`src/rtl/hamming_pkg.sv`:
```
// Shared types and constants for the Hamming SECDED engine.
// Holds the FSM state enum, decode status codes and codeword layout.
package hamming_pkg;

  typedef enum logic [2:0] {
    IDLE,
    RD_LO,
    RD_HI,
    CAP_HI,
    WR_LO,
    WR_HI,
    DONE
  } state_t;

  localparam logic [1:0] ST_OK   = 2'b00;
  localparam logic [1:0] ST_CORR = 2'b01;
  localparam logic [1:0] ST_DERR = 2'b10;

  localparam int CW_BITS   = 16;
  localparam int NUM_DATA  = 11;
  localparam int NUM_CHECK = 4;
  localparam int POS_P0    = 0;

  // Codeword position of data bit d(i+1); check bits sit at the powers of two.
  localparam int DATA_POS [NUM_DATA] = '{3, 5, 6, 7, 9, 10, 11, 12, 13, 14, 15};

endpackage

```
`src/rtl/hamming_secded.sv`:
```
// Combinational (16,11) SECDED: encode builds a codeword, decode corrects or flags it.
// Zero latency, no flow control; status is ST_OK whenever mode selects encode.
module hamming_secded
  import hamming_pkg::*;
(
  input  logic        mode,
  input  logic [15:0] in,
  output logic [15:0] out,
  output logic [1:0]  status
);

  logic [15:0] cw;
  logic [15:0] corr;
  logic [10:0] dd;
  logic [3:0]  syn;
  logic        par;
  logic        parity_all;
  logic [1:0]  st;

  always_comb begin
    cw  = '0;
    par = 1'b0;
    for (int i = 0; i < NUM_DATA; i++) cw[DATA_POS[i]] = in[i];
    // Check bit positions are zero while each parity is summed, so order is irrelevant.
    for (int b = 0; b < NUM_CHECK; b++) begin
      par = 1'b0;
      for (int k = 1; k < CW_BITS; k++) begin
        if (k[b]) par = par ^ cw[k];
      end
      cw[1 << b] = par;
    end
    cw[POS_P0] = ^cw[15:1];
  end

  always_comb begin
    syn = '0;
    for (int b = 0; b < NUM_CHECK; b++) begin
      for (int k = 1; k < CW_BITS; k++) begin
        if (k[b]) syn[b] = syn[b] ^ in[k];
      end
    end
    parity_all = ^in;
    corr = in;
    // A zero syndrome with odd overall parity means p0 itself was hit.
    if (parity_all) corr[syn] = ~corr[syn];
    dd = '0;
    for (int i = 0; i < NUM_DATA; i++) dd[i] = corr[DATA_POS[i]];
    if (parity_all)      st = ST_CORR;
    else if (syn != '0)  st = ST_DERR;
    else                 st = ST_OK;
  end

  always_comb begin
    out    = cw;
    status = ST_OK;
    if (mode) begin
      out    = {st, 3'b000, dd[10:8], dd[7:0]};
      status = st;
    end
  end

endmodule

```
`src/rtl/hamming_engine.sv`:
```
// Batch Hamming encoder/decoder over a byte memory; 5 cycles per message, done after 5*NUM_MSG+1.
// No backpressure: memory is assumed to accept a write and return read data every cycle.
module hamming_engine
  import hamming_pkg::*;
#(
  parameter int NUM_MSG  = 15,
  parameter int IN_BASE  = 0,
  parameter int OUT_BASE = 30,
  parameter int ADDR_W   = 8
) (
  input  logic              clk,
  input  logic              reset,
  input  logic              start,
  input  logic              mode,
  output logic [ADDR_W-1:0] mem_addr,
  output logic              mem_wr_en,
  output logic [7:0]        mem_wr_data,
  input  logic [7:0]        mem_rd_data,
  output logic              busy,
  output logic              done,
  output logic [7:0]        n_single,
  output logic [7:0]        n_double
);

  state_t      state_q, state_d;
  logic [6:0]  msg_cnt_q, msg_cnt_d;
  logic        mode_q, mode_d;
  logic [7:0]  lo_q, lo_d;
  logic [15:0] res_q, res_d;
  logic [7:0]  n_single_q, n_single_d;
  logic [7:0]  n_double_q, n_double_d;

  logic [15:0]       sd_out;
  logic [1:0]        sd_status;
  logic [ADDR_W-1:0] msg_off;
  logic [ADDR_W-1:0] in_addr;
  logic [ADDR_W-1:0] out_addr;
  logic              last_msg;

  hamming_secded u_secded (
    .mode   (mode_q),
    .in     ({mem_rd_data, lo_q}),
    .out    (sd_out),
    .status (sd_status)
  );

  assign msg_off  = ADDR_W'({msg_cnt_q, 1'b0});
  assign in_addr  = ADDR_W'(IN_BASE) + msg_off;
  assign out_addr = ADDR_W'(OUT_BASE) + msg_off;
  assign last_msg = (msg_cnt_q == 7'(NUM_MSG - 1));

  always_comb begin
    state_d     = state_q;
    msg_cnt_d   = msg_cnt_q;
    mode_d      = mode_q;
    lo_d        = lo_q;
    res_d       = res_q;
    n_single_d  = n_single_q;
    n_double_d  = n_double_q;
    mem_addr    = '0;
    mem_wr_en   = 1'b0;
    mem_wr_data = 8'h00;
    case (state_q)
      IDLE, DONE: begin
        if (start) begin
          state_d    = RD_LO;
          msg_cnt_d  = '0;
          mode_d     = mode;
          n_single_d = 8'h00;
          n_double_d = 8'h00;
        end
      end
      RD_LO: begin
        mem_addr = in_addr;
        state_d  = RD_HI;
      end
      RD_HI: begin
        mem_addr = in_addr + ADDR_W'(1);
        lo_d     = mem_rd_data;
        state_d  = CAP_HI;
      end
      CAP_HI: begin
        res_d = sd_out;
        if (sd_status == ST_CORR && n_single_q != 8'hFF) n_single_d = n_single_q + 8'd1;
        if (sd_status == ST_DERR && n_double_q != 8'hFF) n_double_d = n_double_q + 8'd1;
        state_d = WR_LO;
      end
      WR_LO: begin
        mem_addr    = out_addr;
        mem_wr_en   = 1'b1;
        mem_wr_data = res_q[7:0];
        state_d     = WR_HI;
      end
      WR_HI: begin
        mem_addr    = out_addr + ADDR_W'(1);
        mem_wr_en   = 1'b1;
        mem_wr_data = res_q[15:8];
        if (last_msg) begin
          state_d = DONE;
        end else begin
          msg_cnt_d = msg_cnt_q + 7'd1;
          state_d   = RD_LO;
        end
      end
      default: state_d = IDLE;
    endcase
  end

  always_ff @(posedge clk) begin
    if (reset) begin
      state_q    <= IDLE;
      msg_cnt_q  <= '0;
      mode_q     <= 1'b0;
      lo_q       <= 8'h00;
      res_q      <= 16'h0000;
      n_single_q <= 8'h00;
      n_double_q <= 8'h00;
    end else begin
      state_q    <= state_d;
      msg_cnt_q  <= msg_cnt_d;
      mode_q     <= mode_d;
      lo_q       <= lo_d;
      res_q      <= res_d;
      n_single_q <= n_single_d;
      n_double_q <= n_double_d;
    end
  end

  assign busy     = (state_q == RD_LO) || (state_q == RD_HI) || (state_q == CAP_HI) ||
                    (state_q == WR_LO) || (state_q == WR_HI);
  assign done     = (state_q == DONE);
  assign n_single = n_single_q;
  assign n_double = n_double_q;

endmodule

```
`config.mk`:
```
export PLATFORM = sky130hd
export DESIGN_NAME = hamming_engine
export DESIGN_NICKNAME = d
export VERILOG_FILES = /design/src/rtl/hamming_pkg.sv /design/src/rtl/hamming_secded.sv /design/src/rtl/hamming_engine.sv
export SDC_FILE = /design/constraint.sdc
export NUM_CORES = 1
export LEC_CHECK = 0
export ABC_AREA = 1
export CORE_MARGIN = 1.5
export CORE_UTILIZATION = 24
export CTS_CLUSTER_DIAMETER = 40
export DETAILED_ROUTE_END_ITERATION = 16
export GPL_TIMING_DRIVEN = 0
export PLACE_DENSITY = 0.53
export SYNTH_ARGS = -nofsm -noshare
export SYNTH_HDL_FRONTEND = slang
export SYNTH_HIERARCHICAL = 1
export SYNTH_SLANG_ARGS = --single-unit
```
`constraint.sdc`:
```
create_clock -name clk -period 2.3 [get_ports clk]
set_input_delay 0.345 -clock clk [delete_from_list [all_inputs] [get_ports clk]]
set_output_delay 0.345 -clock clk [all_outputs]
set_load 0.02 [all_outputs]
```
### After elaboration in Yosys (flattened, before gate mapping)

Cells that the tools add are included.

* logic and storage cells: 123
* register bits: 51

* $lt $le $gt $ge: 2
* add/sub/neg operators: 6
* equality and inequality tests: 15
* reductions and logical operators: 19
* bitwise operators: 50
* multiplexer cells: 24

Operators with widths (count)
* XOR 1 bit: 49
* one-hot mux 8 bit (2 select lines): 3
* adder 8 x 1 -> 8 bit (second input constant): 4
* two-way mux 16 bit: 2
* one-hot mux 8 bit (4 select lines): 1
* two-way mux 8 bit: 3
* one-hot mux 3 bit (6 select lines): 1
* bitwise mux 16 bit: 1
* inequality test 8 bit (second input constant): 2
* parity 16 bit: 1
* parity 15 bit: 1
* two-way mux 7 bit: 2
* one-hot mux 7 bit (2 select lines): 1
* equality test 3 bit (second input constant): 3
* AND reduction 3 bit: 3
* adder 5 x 8 -> 8 bit (first input constant): 1
* inequality test 2 bit (second input constant): 4
* adder 7 x 1 -> 7 bit (second input constant): 1
* equality test 7 x 4 -> 1 bit (second input constant): 1
* equality test 3 x 2 -> 1 bit (second input constant): 2
* two-way mux 2 bit: 3
* two-way mux 3 bit: 2
* < comparator 4 x 5 -> 1 bit (second input constant): 1
* binary-select mux 1 bit (select 4 bit): 1
* other kinds (14): 23

### Logic depth before layout (Yosys ltp)

Gate-level depths: netlist of run 1.

* depth after elaboration: 15
* mapped depth: 24

### Cells and area by module

Netlist of run 1, hierarchy kept.

Modules (own cells, without submodules)
* hamming_engine: cells each 403, area an instance 2666.3 µm², instances 1
* hamming_secded: cells each 247, area an instance 1239.9 µm², instances 1

### Worst setup path after synthesis of run 1

Ideal clock, no wire load.

* kind: input -> register
* from: in mem_rd_data[1]
* to: reg n_double_q[4], in the netlist n_double[4]
* cell stages on the path: 17
* data required time: 2184 ps
* setup slack: -81 ps
* arrival time: 2265 ps
* path through: buf_2 > xnor2_1 > xnor2_1 > xnor2_1 > clkinv_1 > nand2_1 > inv_1 > nor2_1 > nand2_1 > nor2_1 > nand2_1 > nor2_1 > nand2_1 > nand2_4 > inv_2 > o21ai_0 > nor2_1

* word-level cells in the longest chain between the ends: 15

RTL lines
* from (decl): line hamming_engine.sv:18 `input logic [7:0] mem_rd_data,`
* XOR 1 bit (7 in series): line hamming_secded.sv:39 `if (k[b]) syn[b] = syn[b] ^ in[k];`
* nonzero test 4 bit: line hamming_secded.sv:49 `else if (syn != '0) st = ST_DERR;`
* two-way mux 2 bit: line hamming_secded.sv:49
* two-way mux 2 bit *: line hamming_secded.sv:48 `if (parity_all) st = ST_CORR;`
* two-way mux 2 bit *: line hamming_secded.sv:56 `if (mode) begin`
* named net sd_status[1]: line hamming_engine.sv:34 `logic [1:0] sd_status;`
* equality test 2 bit *: line hamming_engine.sv:85 `if (sd_status == ST_DERR && n_double_q != 8'hFF) n_double_d = n_double_q + 8'd1;`
* logical AND 1 bit *: line hamming_engine.sv:85
* inequality test 2 bit (no source line) *
* AND reduction 3 bit (no source line) *
* to (signal assigned): line hamming_engine.sv:125 `n_double_q <= n_double_d;`
* to (decl): line hamming_engine.sv:31 `logic [7:0] n_double_q, n_double_d;`

Mark *: on every way through the listed nets, which the timed path passes. The rest lies on a longest branch.
A chain may end at the register's enable or synchronous reset.

### Final worst setup path of run 1

* from: reg lo_q[3]
* to: reg n_single_q[2], in the netlist n_single[2]

* word-level cells in the longest chain between the ends: 15

RTL lines
* from (decl): line hamming_engine.sv:28 `logic [7:0] lo_q, lo_d;`
* from (signal assigned): line hamming_engine.sv:122 `lo_q <= lo_d;`
* XOR 1 bit (7 in series): line hamming_secded.sv:39
* nonzero test 4 bit: line hamming_secded.sv:49
* two-way mux 2 bit: line hamming_secded.sv:49
* two-way mux 2 bit *: line hamming_secded.sv:48
* two-way mux 2 bit *: line hamming_secded.sv:56
* named net sd_status[1]: line hamming_engine.sv:34
* equality test 2 x 1 -> 1 bit *: line hamming_engine.sv:84 `if (sd_status == ST_CORR && n_single_q != 8'hFF) n_single_d = n_single_q + 8'd1;`
* logical AND 1 bit *: line hamming_engine.sv:84
* inequality test 2 bit (no source line) *
* AND reduction 3 bit (no source line) *
* to (signal assigned): line hamming_engine.sv:124 `n_single_q <= n_single_d;`
* to (decl): line hamming_engine.sv:30 `logic [7:0] n_single_q, n_single_d;`

Marks and branches as above.

==> results.md, run 1 <==
* Critical path fanouts, max at 7
* CTS Root Cell: sky130_fd_sc_hd__clkbuf_16
* Result of the run: finished, violations left
* Number of buffers added to fix hold violations after cts at 0
* Adder-cell share of the synthesized area at 1.60%
* DRC viols at 0
* Die boundary height at 131 um
* Post-synthesis mux area share at 0%
* Num Clock Sinks at 51
* Initial Util at 24.6%
* Maximum number of pins on one net before global-route repair at 19
* Cell taking the most area after synthesis: sky130_fd_sc_hd__dfxtp_1
* Count of buffers inserted at the top-level ports at 46
* Post-CTS clock slew at the launch and capture registers of the worst setup and hold paths at 0.07 ns
* Depth of the worst register-to-register path at 20
* Floorplan Core Area at 0.0159 mm2
* DR vias/cell at 4.43
* Detailed-placement wirelength estimate at 8840 um
* Yosys Warn Count at 6
* Setup repair after global routing missed its margin: true
* Peak ir drop on the vdd network at 364 uV
* Post-layout util at 35.3%
* Inserted Clock Buffers at 5
* Clock tree from TritonCTS: done
* Sequential area share after synthesis at 26.1%
* Distinct cell type count of the synthesized netlist at 36
* Power per standard cell area at 801 mW/mm2
* Standard-cell rows at 46
* Flops & latches, synth at 51
* Cell count after synthesis at 650
* Number of standard cells in the layout, taps in and fillers out at 953
* Final RePlAce weighted congestion at 0.838
* Xor and xnor fraction of the mapped netlist area at 9.74%
* Worst setup SP type: flop
* Headroom to the max-slew limit at 57.0%
* Area fraction in and, or, nand and nor cells after synthesis at 40.0%
* Critical register-to-register path startpoint: lo_q[3]$_SDFFE_PP0P_
* Element type at the critical path end: flop
* Slew Limit Fails at 0
* Most frequent standard cell in the layout excluding fill and tap cells: sky130_fd_sc_hd__nand2_1
* Initial antenna violation count at 0
* Slowest CP cell: sky130_fd_sc_hd__dfxtp_2
* Leakage power figure at 0.00246 uW
* Number of filler cells placed in the layout at 1732
* Total Nets Final at 753
* Ratio of final minimum period to clock period at 103%
* Initial drt markers at 260
* Number of routed nets with antenna violations at 0
* Clock tree buffer depth at 2
* Fraction of final layout cells sized beyond drive strength 1 at 25.1%
* Fraction of post-synthesis cell area in the top cell type by area at 26.1%
* Diode count at 0
* Vias post-DR at 4226
* Worst hold path depth at 3
* Layout Skew at 0.00680 ns
* Data arrival, critical path at 2.55 ns
* Most used cells in the layout excluding fill and tap cells: sky130_fd_sc_hd__nand2_1 (162), sky130_fd_sc_hd__nor2_1 (79), sky130_fd_sc_hd__inv_1 (61)
* Start point of the critical path: lo_q[3]$_SDFFE_PP0P_
* Max frequency at 424 MHz
* Die width at 131 um
* Average size of a mapped cell at 6.01 um2
* Via count of the first global-routing pass at 3911
* Path class of the lowest-slack min-delay path: input port to flop
* Area grow syn2layout at 43.4%
* Synth top area cells: sky130_fd_sc_hd__dfxtp_1 (26%), sky130_fd_sc_hd__nand2_1 (18%), sky130_fd_sc_hd__nor2_1 (8.4%), sky130_fd_sc_hd__inv_1 (6.4%), sky130_fd_sc_hd__nand3_1 (6.0%)
* Required time worst endpoint at 2.49 ns
* Total area of sequential cells at 0.00104 mm2
* Global-route congestion overflow total at 0
* Cell chain of the critical path: buf_8, inv_4, nand2_1, nand2_1, nand2_1, nand2_2, inv_2, nand2_4, nand2_4, nand2_8, nand2_8, buf_4, nor3_4, nor2_4, nor2_2, nand2_2, nand2_4, nand2_4, o21ai_1, nor2_1
* GRT Util Overall at 14.3%
* Count of max-cap constraint violations at 0
* Smallest setup slack after layout at -0.0586 ns
* Type of the worst setup path: flop to flop
* Clock latency reported for the late side of the worst-skew pair at 0.30 ns
* Per-cell routed wire length at 12.4 um
* Placed instance count at 912
* Startpoint of the lowest-slack hold path: mem_rd_data[2]
* Tmin final at 2.36 ns
* Combinational family with the most area after synthesis: simple AND/OR/NAND/NOR gates
* Die Area at 0.0170 mm2
* Detailed Route WL at 11800 um
* Most numerous cell on the critical path: sky130_fd_sc_hd__nand2_4
* Global-route wire length before repair at 19300 um
* Final Hold Violating Endpoints at 0
* Synthesized net count at 667
* Worst slew pin tran at 0.645 ns
* Final setup violating endpoints at 14
* Total iterations of the first detailed-routing run at 5
* Synthesized cell area at 0.00391 mm2
* # IOs at 47
* Worst stage delay on the critical path at 0.33 ns
* Area of the multi-input gates at 0.00298 mm2
* Compound-gate portion of the synthesized area at 12.2%
* Number of levels the H-tree was split into at 2
* Violations in the final reports: setup timing
-- worst max-delay path, delay by kind of cell, from the launching register on --
kind,cells,cell delay [ns]
buffers and inverters,4,0.40
AOI/OAI and AO/OA,1,0.12
DFF,1,0.33
and+or+nand+nor,15,1.40
-- sequential cells by signal, summed over array words and instances, names as in the netlist --
register and cells:
state_q 3, msg_cnt_q 7, n_double 8, n_single 8, res_q 16, lo_q 8
mode_q 1
-- cell type report --
class,count,share of cell area (%)
multi-input combinational,497,53.1
tap,216,4.82
sequential,51,18.5
buffer,19,2.23
clock buffer,5,2.23
clock inverter,3,0.514
timing repair buffer,78,12.6
inverter,84,5.98
-- stage by stage --
| stage | TNS [ns] | power [uW] | setup WS [ns] | hold WS [ns] | cell area [um2] |
|---|---|---|---|---|---|
| 3_3_place_gp | -26.16 | 2870 | -1.08 | 0.436 | 4710 |
| 4_1_cts | -0.0299 | 4310 | -0.0108 | 0.394 | 5420 |
| 5_1_grt | -4.20 | 4840 | -0.203 | 0.355 | 5600 |
| 2_1_floorplan | 0 | 2450 | 0.000931 | 0.425 | 3980 |
| 3_5_place_dp | -26.21 | 2870 | -1.07 | 0.440 | 4710 |
| 6_report | -0.371 | 4490 | -0.0586 | 0.319 | 5600 |
-- what timing repair did --
| item | CTS | global route |
|---|---|---|
| cloned | 2 | 0 |
| pin swaps | 38 | 25 |
| resized for setup | 123 | 59 |
| hold endpoints to repair | 0 | 0 |
| buffers inserted | 24 | 7 |
| setup endpoints to repair | 46 | 40 |
-- where the power goes --
group / total, uW / switching [uW] / internal (uW)
clock network: 779 / 364 / 416
registers: 1040 / 88.0 / 952
logic: 2670 / 1530 / 1140
total: 4490 / 1980 / 2510
-- cells by family (layout without fill, tap and decap cells) --
kind of cell | Yosys count | after routing
fa+ha+maj | 5 | 5
flops | 51 | 51
compound gates | 92 | 92
xor+xnor | 37 | 37
simple gates | 362 | 363
buf+inv | 103 | 189
-- final timing paths --
check	endpoint	slack [ns]
worst max-delay path	n_single[2]$_SDFFE_PP0P_	-0.06
worst max register to register	n_single[2]$_SDFFE_PP0P_	-0.06
worst min register to register	res_q[3]$_SDFFE_PP0P_	0.45
worst min-delay path	lo_q[2]$_SDFFE_PP0P_	0.32
-- cell usage after synthesis (all sizes together) --
cell type  count
nand2        202
nor2          89
inv           82
dfxtp         51
nand3         49
o21ai         43
a21oi         40
xnor2         23
xor2          14
buf           10
clkbuf         9
nor3           9
o22ai          7
nand4          6
ha             5
nand3b         3
clkinv         2
or2            2
a21o           1
nand2b         1
nor3b          1
o21a           1
-- per-layer routing --
metal / up-vias / global-route usage, % / part of all wire, %
met5: - / 0 / 0
met4: 0 / 2.84 / 0.69
met1: 1909 / 20.4 / 49
met2: 73 / 22.5 / 46
li1: 2238 / - / -
met3: 6 / 2.77 / 4.4
Note: power is estimated with default switching activity, not from simulation.
==> run 2: changes to the inputs <==
CAP_MARGIN = 0   (was not set)
==> results of run 2 <==
Same layout as run 1: the final DEF is identical, and so are final timing and power.
